--- src/rtl/video_axi_pkg.sv ---
// rtl/video_axi_pkg.sv - shared constants for the video AXI read path
package video_axi_pkg;

  localparam logic [4:0] ST_IDLE = 5'b00001;
  localparam logic [4:0] ST_AINF = 5'b00010;
  localparam logic [4:0] ST_AVLD = 5'b00100;
  localparam logic [4:0] ST_DATA = 5'b01000;
  localparam logic [4:0] ST_END  = 5'b10000;

  localparam int H_LSB = 0;
  localparam int H_MSB = 13;
  localparam int V_LSB = 14;
  localparam int V_MSB = 25;
  localparam int F_LSB = 26;
  localparam int F_MSB = 27;

  localparam logic [2:0] SIZE_64B   = 3'b110;
  localparam logic [1:0] BURST_INCR = 2'b01;
  localparam logic [3:0] AR_CACHE   = 4'h3;
  localparam logic [1:0] RESP_OKAY  = 2'b00;
  localparam logic [3:0] ADDR_BASE  = 4'h0;

  localparam logic [7:0]  DLEN_SIM    = 8'd15;
  localparam logic [7:0]  DLEN_FULL   = 8'd239;
  localparam logic [11:0] VLINES_SIM  = 12'd60;
  localparam logic [11:0] VLINES_FULL = 12'd2160;

  // Lines always start at byte 0, so the horizontal field is zero.
  function automatic logic [31:0] compose_addr(input logic [1:0] frame, input logic [11:0] line);
    logic [31:0] a;
    a = '0;
    a[H_MSB:H_LSB] = '0;
    a[V_MSB:V_LSB] = line;
    a[F_MSB:F_LSB] = frame;
    a[31:28]       = ADDR_BASE;
    return a;
  endfunction

endpackage

--- src/rtl/video_rd_addr_gen.sv ---
// rtl/video_rd_addr_gen.sv - read frame latch, line counter and ARADDR compose
module video_rd_addr_gen
  import video_axi_pkg::*;
#(
  parameter logic [11:0] P_VLINES = VLINES_FULL
) (
  input  logic        CLK_MIG1_UI,
  input  logic        RST,
  input  logic        sof,
  input  logic        busy,
  input  logic        clear,
  input  logic        load,
  input  logic        line_end,
  input  logic [1:0]  wcnt,
  output logic        active,
  output logic        frame_done,
  output logic [31:0] araddr
);

  logic [1:0]  frame;
  logic [1:0]  pend_frame;
  logic [1:0]  sof_frame;
  logic [11:0] line;
  logic        pend;

  assign sof_frame = wcnt - 2'd1;

  // A start-of-frame seen mid-burst is parked and takes effect when the line closes.
  always_ff @(posedge CLK_MIG1_UI) begin
    if (RST || clear) begin
      frame      <= '0;
      pend_frame <= '0;
      line       <= '0;
      pend       <= 1'b0;
      active     <= 1'b0;
      araddr     <= '0;
    end else begin
      if (load) araddr <= compose_addr(frame, line);
      if (sof && !busy) begin
        frame  <= sof_frame;
        line   <= '0;
        active <= 1'b1;
      end else if (line_end) begin
        if (pend || sof) begin
          frame  <= sof ? sof_frame : pend_frame;
          line   <= '0;
          active <= 1'b1;
          pend   <= 1'b0;
        end else begin
          line <= line + 12'd1;
        end
      end else if (sof) begin
        pend       <= 1'b1;
        pend_frame <= sof_frame;
      end
    end
  end

  assign frame_done = (line >= P_VLINES);

endmodule

--- src/rtl/video_rd_ctrl.sv ---
// rtl/video_rd_ctrl.sv - AXI4 line-burst read master for the display path (VIDEO_RD_ERR_CNT_EN enables error counter)
module video_rd_ctrl
  import video_axi_pkg::*;
#(
  parameter logic        P_SIM       = 1'b0,
  parameter logic [3:0]  P_DEVICE_ID = 4'h1,
  parameter logic [7:0]  P_AXIM_DLEN = P_SIM ? DLEN_SIM : DLEN_FULL,
  parameter logic [11:0] P_VLINES    = P_SIM ? VLINES_SIM : VLINES_FULL
) (
  input  logic         CLK_MIG1_UI,
  input  logic         RST,
  input  logic         REG_VACT_EN_MIG1,
  input  logic         VIDEO_DISP_EN,
  input  logic [1:0]   VIDEO_RX_FRM_WCNT,
  input  logic         DISP_SOF,
  input  logic         DISP_LBUF_RDY,
  output logic         DISP_LBUF_WEN,
  output logic [511:0] DISP_LBUF_WD,
  output logic         DISP_LBUF_WCMP,
  output logic [3:0]   VIDEO_AXIM_ARID,
  output logic [31:0]  VIDEO_AXIM_ARADDR,
  output logic [7:0]   VIDEO_AXIM_ARLEN,
  output logic [2:0]   VIDEO_AXIM_ARSIZE,
  output logic [1:0]   VIDEO_AXIM_ARBURST,
  output logic         VIDEO_AXIM_ARLOCK,
  output logic [3:0]   VIDEO_AXIM_ARCACHE,
  output logic [2:0]   VIDEO_AXIM_ARPROT,
  output logic [3:0]   VIDEO_AXIM_ARQOS,
  output logic         VIDEO_AXIM_ARVALID,
  input  logic         VIDEO_AXIM_ARREADY,
  input  logic [3:0]   VIDEO_AXIM_RID,
  input  logic [511:0] VIDEO_AXIM_RDATA,
  input  logic [1:0]   VIDEO_AXIM_RRESP,
  input  logic         VIDEO_AXIM_RLAST,
  input  logic         VIDEO_AXIM_RVALID,
  output logic         VIDEO_AXIM_RREADY,
  output logic         RD_ERR,
  output logic [15:0]  RD_ERR_CNT
);

  logic [4:0] state;
  logic [7:0] beat_cnt;
  logic       run_en;
  logic       frm_active;
  logic       frame_done;
  logic       data_beat;
  logic       last_fault;
  logic       resp_fault;
  logic       vact_d;
  logic       err_clr;
  logic       rd_err;
  logic       unused_rid;

  assign unused_rid = ^VIDEO_AXIM_RID;
  assign run_en     = REG_VACT_EN_MIG1 & VIDEO_DISP_EN;
  assign data_beat  = (state == ST_DATA) & VIDEO_AXIM_RVALID;
  assign resp_fault = data_beat & (VIDEO_AXIM_RRESP != RESP_OKAY);
  assign last_fault = data_beat & (VIDEO_AXIM_RLAST ? (beat_cnt != P_AXIM_DLEN)
                                                    : (beat_cnt == P_AXIM_DLEN));
  assign err_clr    = REG_VACT_EN_MIG1 & ~vact_d;

  video_rd_addr_gen #(.P_VLINES(P_VLINES)) u_addr_gen (
    .CLK_MIG1_UI (CLK_MIG1_UI),
    .RST         (RST),
    .sof         (DISP_SOF & run_en),
    .busy        (state != ST_IDLE),
    .clear       (~run_en & (state == ST_IDLE)),
    .load        (state == ST_AINF),
    .line_end    (state == ST_END),
    .wcnt        (VIDEO_RX_FRM_WCNT),
    .active      (frm_active),
    .frame_done  (frame_done),
    .araddr      (VIDEO_AXIM_ARADDR)
  );

  // DATA always leaves on RLAST, whatever the beat count, so a bad slave cannot hang us.
  always_ff @(posedge CLK_MIG1_UI) begin
    if (RST) begin
      state    <= ST_IDLE;
      beat_cnt <= '0;
    end else begin
      case (state)
        ST_IDLE: if (run_en && frm_active && DISP_LBUF_RDY && !frame_done) state <= ST_AINF;
        ST_AINF: state <= ST_AVLD;
        ST_AVLD: begin
          beat_cnt <= '0;
          if (VIDEO_AXIM_ARREADY) state <= ST_DATA;
        end
        ST_DATA: if (VIDEO_AXIM_RVALID) begin
          beat_cnt <= beat_cnt + 8'd1;
          if (VIDEO_AXIM_RLAST) state <= ST_END;
        end
        ST_END:  state <= ST_IDLE;
        default: state <= ST_IDLE;
      endcase
    end
  end

  always_ff @(posedge CLK_MIG1_UI) begin
    if (RST) begin
      vact_d <= 1'b0;
      rd_err <= 1'b0;
    end else begin
      vact_d <= REG_VACT_EN_MIG1;
      if (err_clr)                       rd_err <= 1'b0;
      else if (resp_fault || last_fault) rd_err <= 1'b1;
    end
  end

`ifdef VIDEO_RD_ERR_CNT_EN
  logic [15:0] err_cnt;
  logic [1:0]  err_inc;
  logic [16:0] err_sum;

  assign err_inc = {1'b0, resp_fault} + {1'b0, last_fault};
  assign err_sum = {1'b0, err_cnt} + {15'h0, err_inc};

  always_ff @(posedge CLK_MIG1_UI) begin
    if (RST || err_clr)  err_cnt <= '0;
    else if (err_sum[16]) err_cnt <= 16'hFFFF;
    else                  err_cnt <= err_sum[15:0];
  end

  assign RD_ERR_CNT = err_cnt;
`else
  assign RD_ERR_CNT = 16'h0;
`endif

  assign RD_ERR             = rd_err;
  assign DISP_LBUF_WEN      = data_beat;
  assign DISP_LBUF_WD       = data_beat ? VIDEO_AXIM_RDATA : '0;
  assign DISP_LBUF_WCMP     = (state == ST_END);
  assign VIDEO_AXIM_ARVALID = (state == ST_AVLD);
  assign VIDEO_AXIM_RREADY  = (state == ST_DATA);

  assign VIDEO_AXIM_ARID    = P_DEVICE_ID;
  assign VIDEO_AXIM_ARLEN   = P_AXIM_DLEN;
  assign VIDEO_AXIM_ARSIZE  = SIZE_64B;
  assign VIDEO_AXIM_ARBURST = BURST_INCR;
  assign VIDEO_AXIM_ARLOCK  = 1'b0;
  assign VIDEO_AXIM_ARCACHE = AR_CACHE;
  assign VIDEO_AXIM_ARPROT  = 3'b000;
  assign VIDEO_AXIM_ARQOS   = 4'h0;

endmodule
--- config.mk ---
export PLATFORM = sky130hd
export DESIGN_NAME = video_rd_ctrl
export DESIGN_NICKNAME = d
export VERILOG_FILES = /design/src/rtl/video_axi_pkg.sv /design/src/rtl/video_rd_addr_gen.sv /design/src/rtl/video_rd_ctrl.sv
export SDC_FILE = /design/constraint.sdc
export NUM_CORES = 1
export LEC_CHECK = 0
export BUFFER_PORTS_ARGS = -buffer_cell sky130_fd_sc_hd__buf_4
export CAP_MARGIN = 15
export CELL_PAD_IN_SITES_DETAIL_PLACEMENT = 0
export CELL_PAD_IN_SITES_GLOBAL_PLACEMENT = 1
export CORE_AREA = 2 2 438 440
export CTS_CLUSTER_SIZE = 14
export DETAILED_ROUTE_END_ITERATION = 16
export DIE_AREA = 0 0 440 442
export GPL_TIMING_DRIVEN = 1
export PLACE_DENSITY = 0.36
export RECOVER_POWER = 100
export SLEW_MARGIN = 20
export SYNTH_ARGS = -nofsm -noshare
export SYNTH_HDL_FRONTEND = slang
export SYNTH_SLANG_ARGS = --single-unit
--- constraint.sdc ---
create_clock -name CLK_MIG1_UI -period 4.5 [get_ports CLK_MIG1_UI]
set_clock_uncertainty 0.15 [all_clocks]
set_input_delay 0.9 -clock CLK_MIG1_UI [delete_from_list [all_inputs] [get_ports CLK_MIG1_UI]]
set_output_delay 0.9 -clock CLK_MIG1_UI [all_outputs]
set_load 0.05 [all_outputs]
==> metrics.csv <==
stage,metric,value,unit
min_path,WHS Path Cells,2,
pwr,Int Power,0.9470,mW
sta,fin crit period,3.995,ns
routing,drt initial violations,576,
global_routing,"Remaining Overflow, GRT",0,
run_status,status,finished clean,
synth,sequential element share of the synthesized area,0.1447,
clocking,H-tree depth,2,
placed_design,number of buffers added on ports,1055,
layout,fillers,22582,
global_routing,global-route wire length before repair,186.5,mm
routing,via count,12354,
synth,synth top area cells,"and3_1 50%, dfxtp_1 14%, buf_4 8.2%",
layout,layout cells sized above 1,0.3772,
pwr,peak supply drop,0.0001375,V
sta,Final Hold Fails,0,
job,max_cap viols,0,
floorplanning,Die Ht,442,um
sta,Final Slew Violations,0,
routing,drt pass-1 iters,6,
clocking,"Clk Latency, worst-skew pair",0.30,ns
placed_design,Post-DP HPWL,146.7,mm
placed_design,GP Congestion,0.8269,
clocking,CTS Hold Bufs,0,
min_path,Hold Crit Class,reg -> reg,
synth,Yosys warning count,0,
synth,Post-synth EDFFs,0,
sta,setup ws final,0.5053,ns
worst_setup_path,Worst setup SP type,flip-flop,
worst_setup_path,Crit path required time,3.45,ns
synth,Cell variety after synth,57,
placed_design,Setup WS pre-CTS,0.9178,ns
pwr,Power Dens Cells,85.92,nW/um^2
synth,syn_area_per_cell,6.704,sq um
global_routing,vias in the first global route,12053,
global_routing,initial antenna violation count,277,
clocking,Worst-path clk slew,0.07,ns
synth,Synth area leader,and3_1,
clocking,root buffer cell,clkbuf_16,
min_path,min-delay src,u_addr_gen.araddr[20],
clocking,CTS sink count,47,
routing,Vias per Instance,2.755,
synth,most frequent cells after synthesis,"516 x and3_1, 114 x clkbuf_1, 71 x buf_4",
pwr,Seq pwr share,0.306,
min_path,Worst Hold Endpoint,u_addr_gen.araddr[20],
pwr,combinational power share,0.389,
sta,"Setup violations, final",0,
sta,Highest Clock Rate,250.3,MHz
pwr,Net Sw Power,0.4167,mW
floorplanning,Core Footprint,189600,sq um
routing,wire per inst,35.47,um
sta,slew margin rel.,0.2096,
layout,fin nets,2453,
clocking,CTS max path bufs,2,
synth,Synth Flop Type,dfxtp_1,
worst_setup_path,critical-path cell with the highest stage delay,nor3_1,
pwr,total power draw,1.364,mW
routing,Post-route DRC,0,
pwr,Clock power frac,0.305,
worst_setup_path,Worst R2R Start,state[1],
worst_setup_path,crit-path max cell delay,0.56,ns
floorplanning,Ports,1123,
layout,Area Growth Syn to Fin,144.1,%
synth,Mapped Area,6502,sq um
clocking,CTS tree,yes,
pwr,Static Leakage,8.002,nW
worst_setup_path,"Arr. time, crit path",2.94,ns
layout,design area,15870,sq um
clocking,post-CTS sizing,0,
floorplanning,Die ar.,194500,sq um
synth,asr flop ratio synth,0,
worst_setup_path,Worst R2R End,u_addr_gen.line[11],
synth,synthesized flop and latch total,47,
clocking,post-CTS setup repair buffer count,0,
floorplanning,Initial Util,0.03430,
worst_setup_path,FF-to-FF setup slack,1.65,ns
synth,top cell type's share of synthesized area,0.4964,
placed_design,"Cell Area, Placed",17060,sq um
floorplanning,die width,440,um
sta,Worst-Margin Slew,1.191,ns
floorplanning,# rows,160,
worst_setup_path,r2r worst-path depth,5,
synth,Cells after Synth,970,
sta,RSZ-0062 raised after global routing,no,
global_routing,pin count of the biggest net entering global routing,211,
pwr,sw frac,0.3056,
worst_setup_path,Worst Path Max Fanout,210,
worst_setup_path,CP Buf/Inv Count,2,
worst_setup_path,"critical path, cell by cell","nor3_1, buf_12, and3_1, clkbuf_1",
global_routing,total global-route track usage,0.1564,
sta,Setup TNS Final,0,ns
synth,most common cell in the netlist,and3_1,
worst_setup_path,Crit. End Element,output pin,
routing,drt total wl,159.0,mm
clocking,total CTS buffers,5,
worst_setup_path,Critical Setup Path Class,reg -> out,
routing,post-route antenna net violation count,0,
sta,crit share post-route,0.8877,
worst_setup_path,"CP delay by family, top",buffers and inverters,
worst register-to-register path: cells and delay by family (launching register included):
family / cells / cell delay [ns]
simple gates: 2 / 0.94
flops: 1 / 0.32
compound gates: 2 / 1.08
buf+inv: 1 / 0.20
area by class of cell:
type	instances	area, sq um	area share
diodes	51	127.6	0.008040
clock buffers	7	152.6	0.009617
clock inverters	1	7.507	0.0004730
inverters	7	26.28	0.001655
multi-input cells	785	4738	0.2985
flip-flops and latches	47	940.9	0.05928
well taps	2511	3142	0.1979
repair buffers	1075	6738	0.4245
power by group through the flow:
stage	sequential, mW	clock [mW]	combinational, mW
after floorplan	0.427	0	0.182
after global routing	0.417	0.443	0.566
after detailed placement	0.427	0	0.543
final	0.417	0.416	0.531
after CTS	0.417	0.432	0.545
after global placement	0.427	0	0.540
layout by cell type (no fill, tap or decap), types with 5 or more instances in the layout:
master	n
nor3_1	9
a31oi_1	7
buf_4	680
nand3_1	24
nor2_1	19
dfxtp_1	47
clkbuf_16	5
clkbuf_1	371
diode_2	51
conb_1	63
buf_12	8
a21oi_1	35
and3_1	516
o21ai_0	14
inv_1	7
nand2_1	26
clkbuf_2	16
xnor2_1	6
or3_1	8
how the worst max path moves through the flow:
stage	slack, ns	depth (start not counted)	end	startpoint
floorplan	1.44	5	DISP_LBUF_WD[100]	VIDEO_AXIM_RVALID
global placement	0.90	6	DISP_LBUF_WD[305]	VIDEO_AXIM_RVALID
detailed placement	0.92	6	DISP_LBUF_WD[305]	VIDEO_AXIM_RVALID
CTS	0.90	6	DISP_LBUF_WD[305]	VIDEO_AXIM_RVALID
global route	0.41	6	DISP_LBUF_WD[263]	VIDEO_AXIM_RVALID
finish	0.51	4	DISP_LBUF_WD[419]	state[4]
cells by family (layout without fill, tap and decap cells):
| group | count (synthesis) | in the layout | share of synthesized area |
|---|---|---|---|
| adder cells (fa/ha/maj) | 3 | 3 | 0.005773 |
| AO/OA/AOI/OAI | 74 | 74 | 0.07447 |
| other | 2 | 114 | 0.001155 |
| XOR/XNOR | 7 | 7 | 0.009429 |
| buffers and inverters | 199 | 1090 | 0.1582 |
| AND/OR/NAND/NOR | 635 | 635 | 0.6015 |
| multiplexers | 3 | 3 | 0.004810 |
| flip-flops | 47 | 47 | 0.1447 |
registers in the layout, indices dropped and copies added (netlist names), 2 cells and up:
register               count
u_addr_gen.araddr         14
u_addr_gen.line           12
beat_cnt                   8
state                      5
u_addr_gen.frame           2
u_addr_gen.pend_frame      2
per-layer routing:
metal,up-vias,share of wire,global-route usage
li1,5340,-,-
met1,5722,0.32,0.1481
met2,797,0.54,0.3070
met3,337,0.12,0.08188
met4,158,0.015,0.006904
met5,-,0.0062,0
metrics by stage:
step / utilization / std cells / hold slack (ns)
final: 0.08372 / 4484 / 0.3087
after global routing: 0.08312 / 4438 / 0.3357
after CTS: 0.09081 / 4433 / 0.3125
after detailed placement: 0.08996 / 4425 / 0.3023
after global placement: 0.08994 / 4425 / 0.3021
after floorplan: - / 1031 / 0.2931
Note: power is estimated with default switching activity, not from simulation.
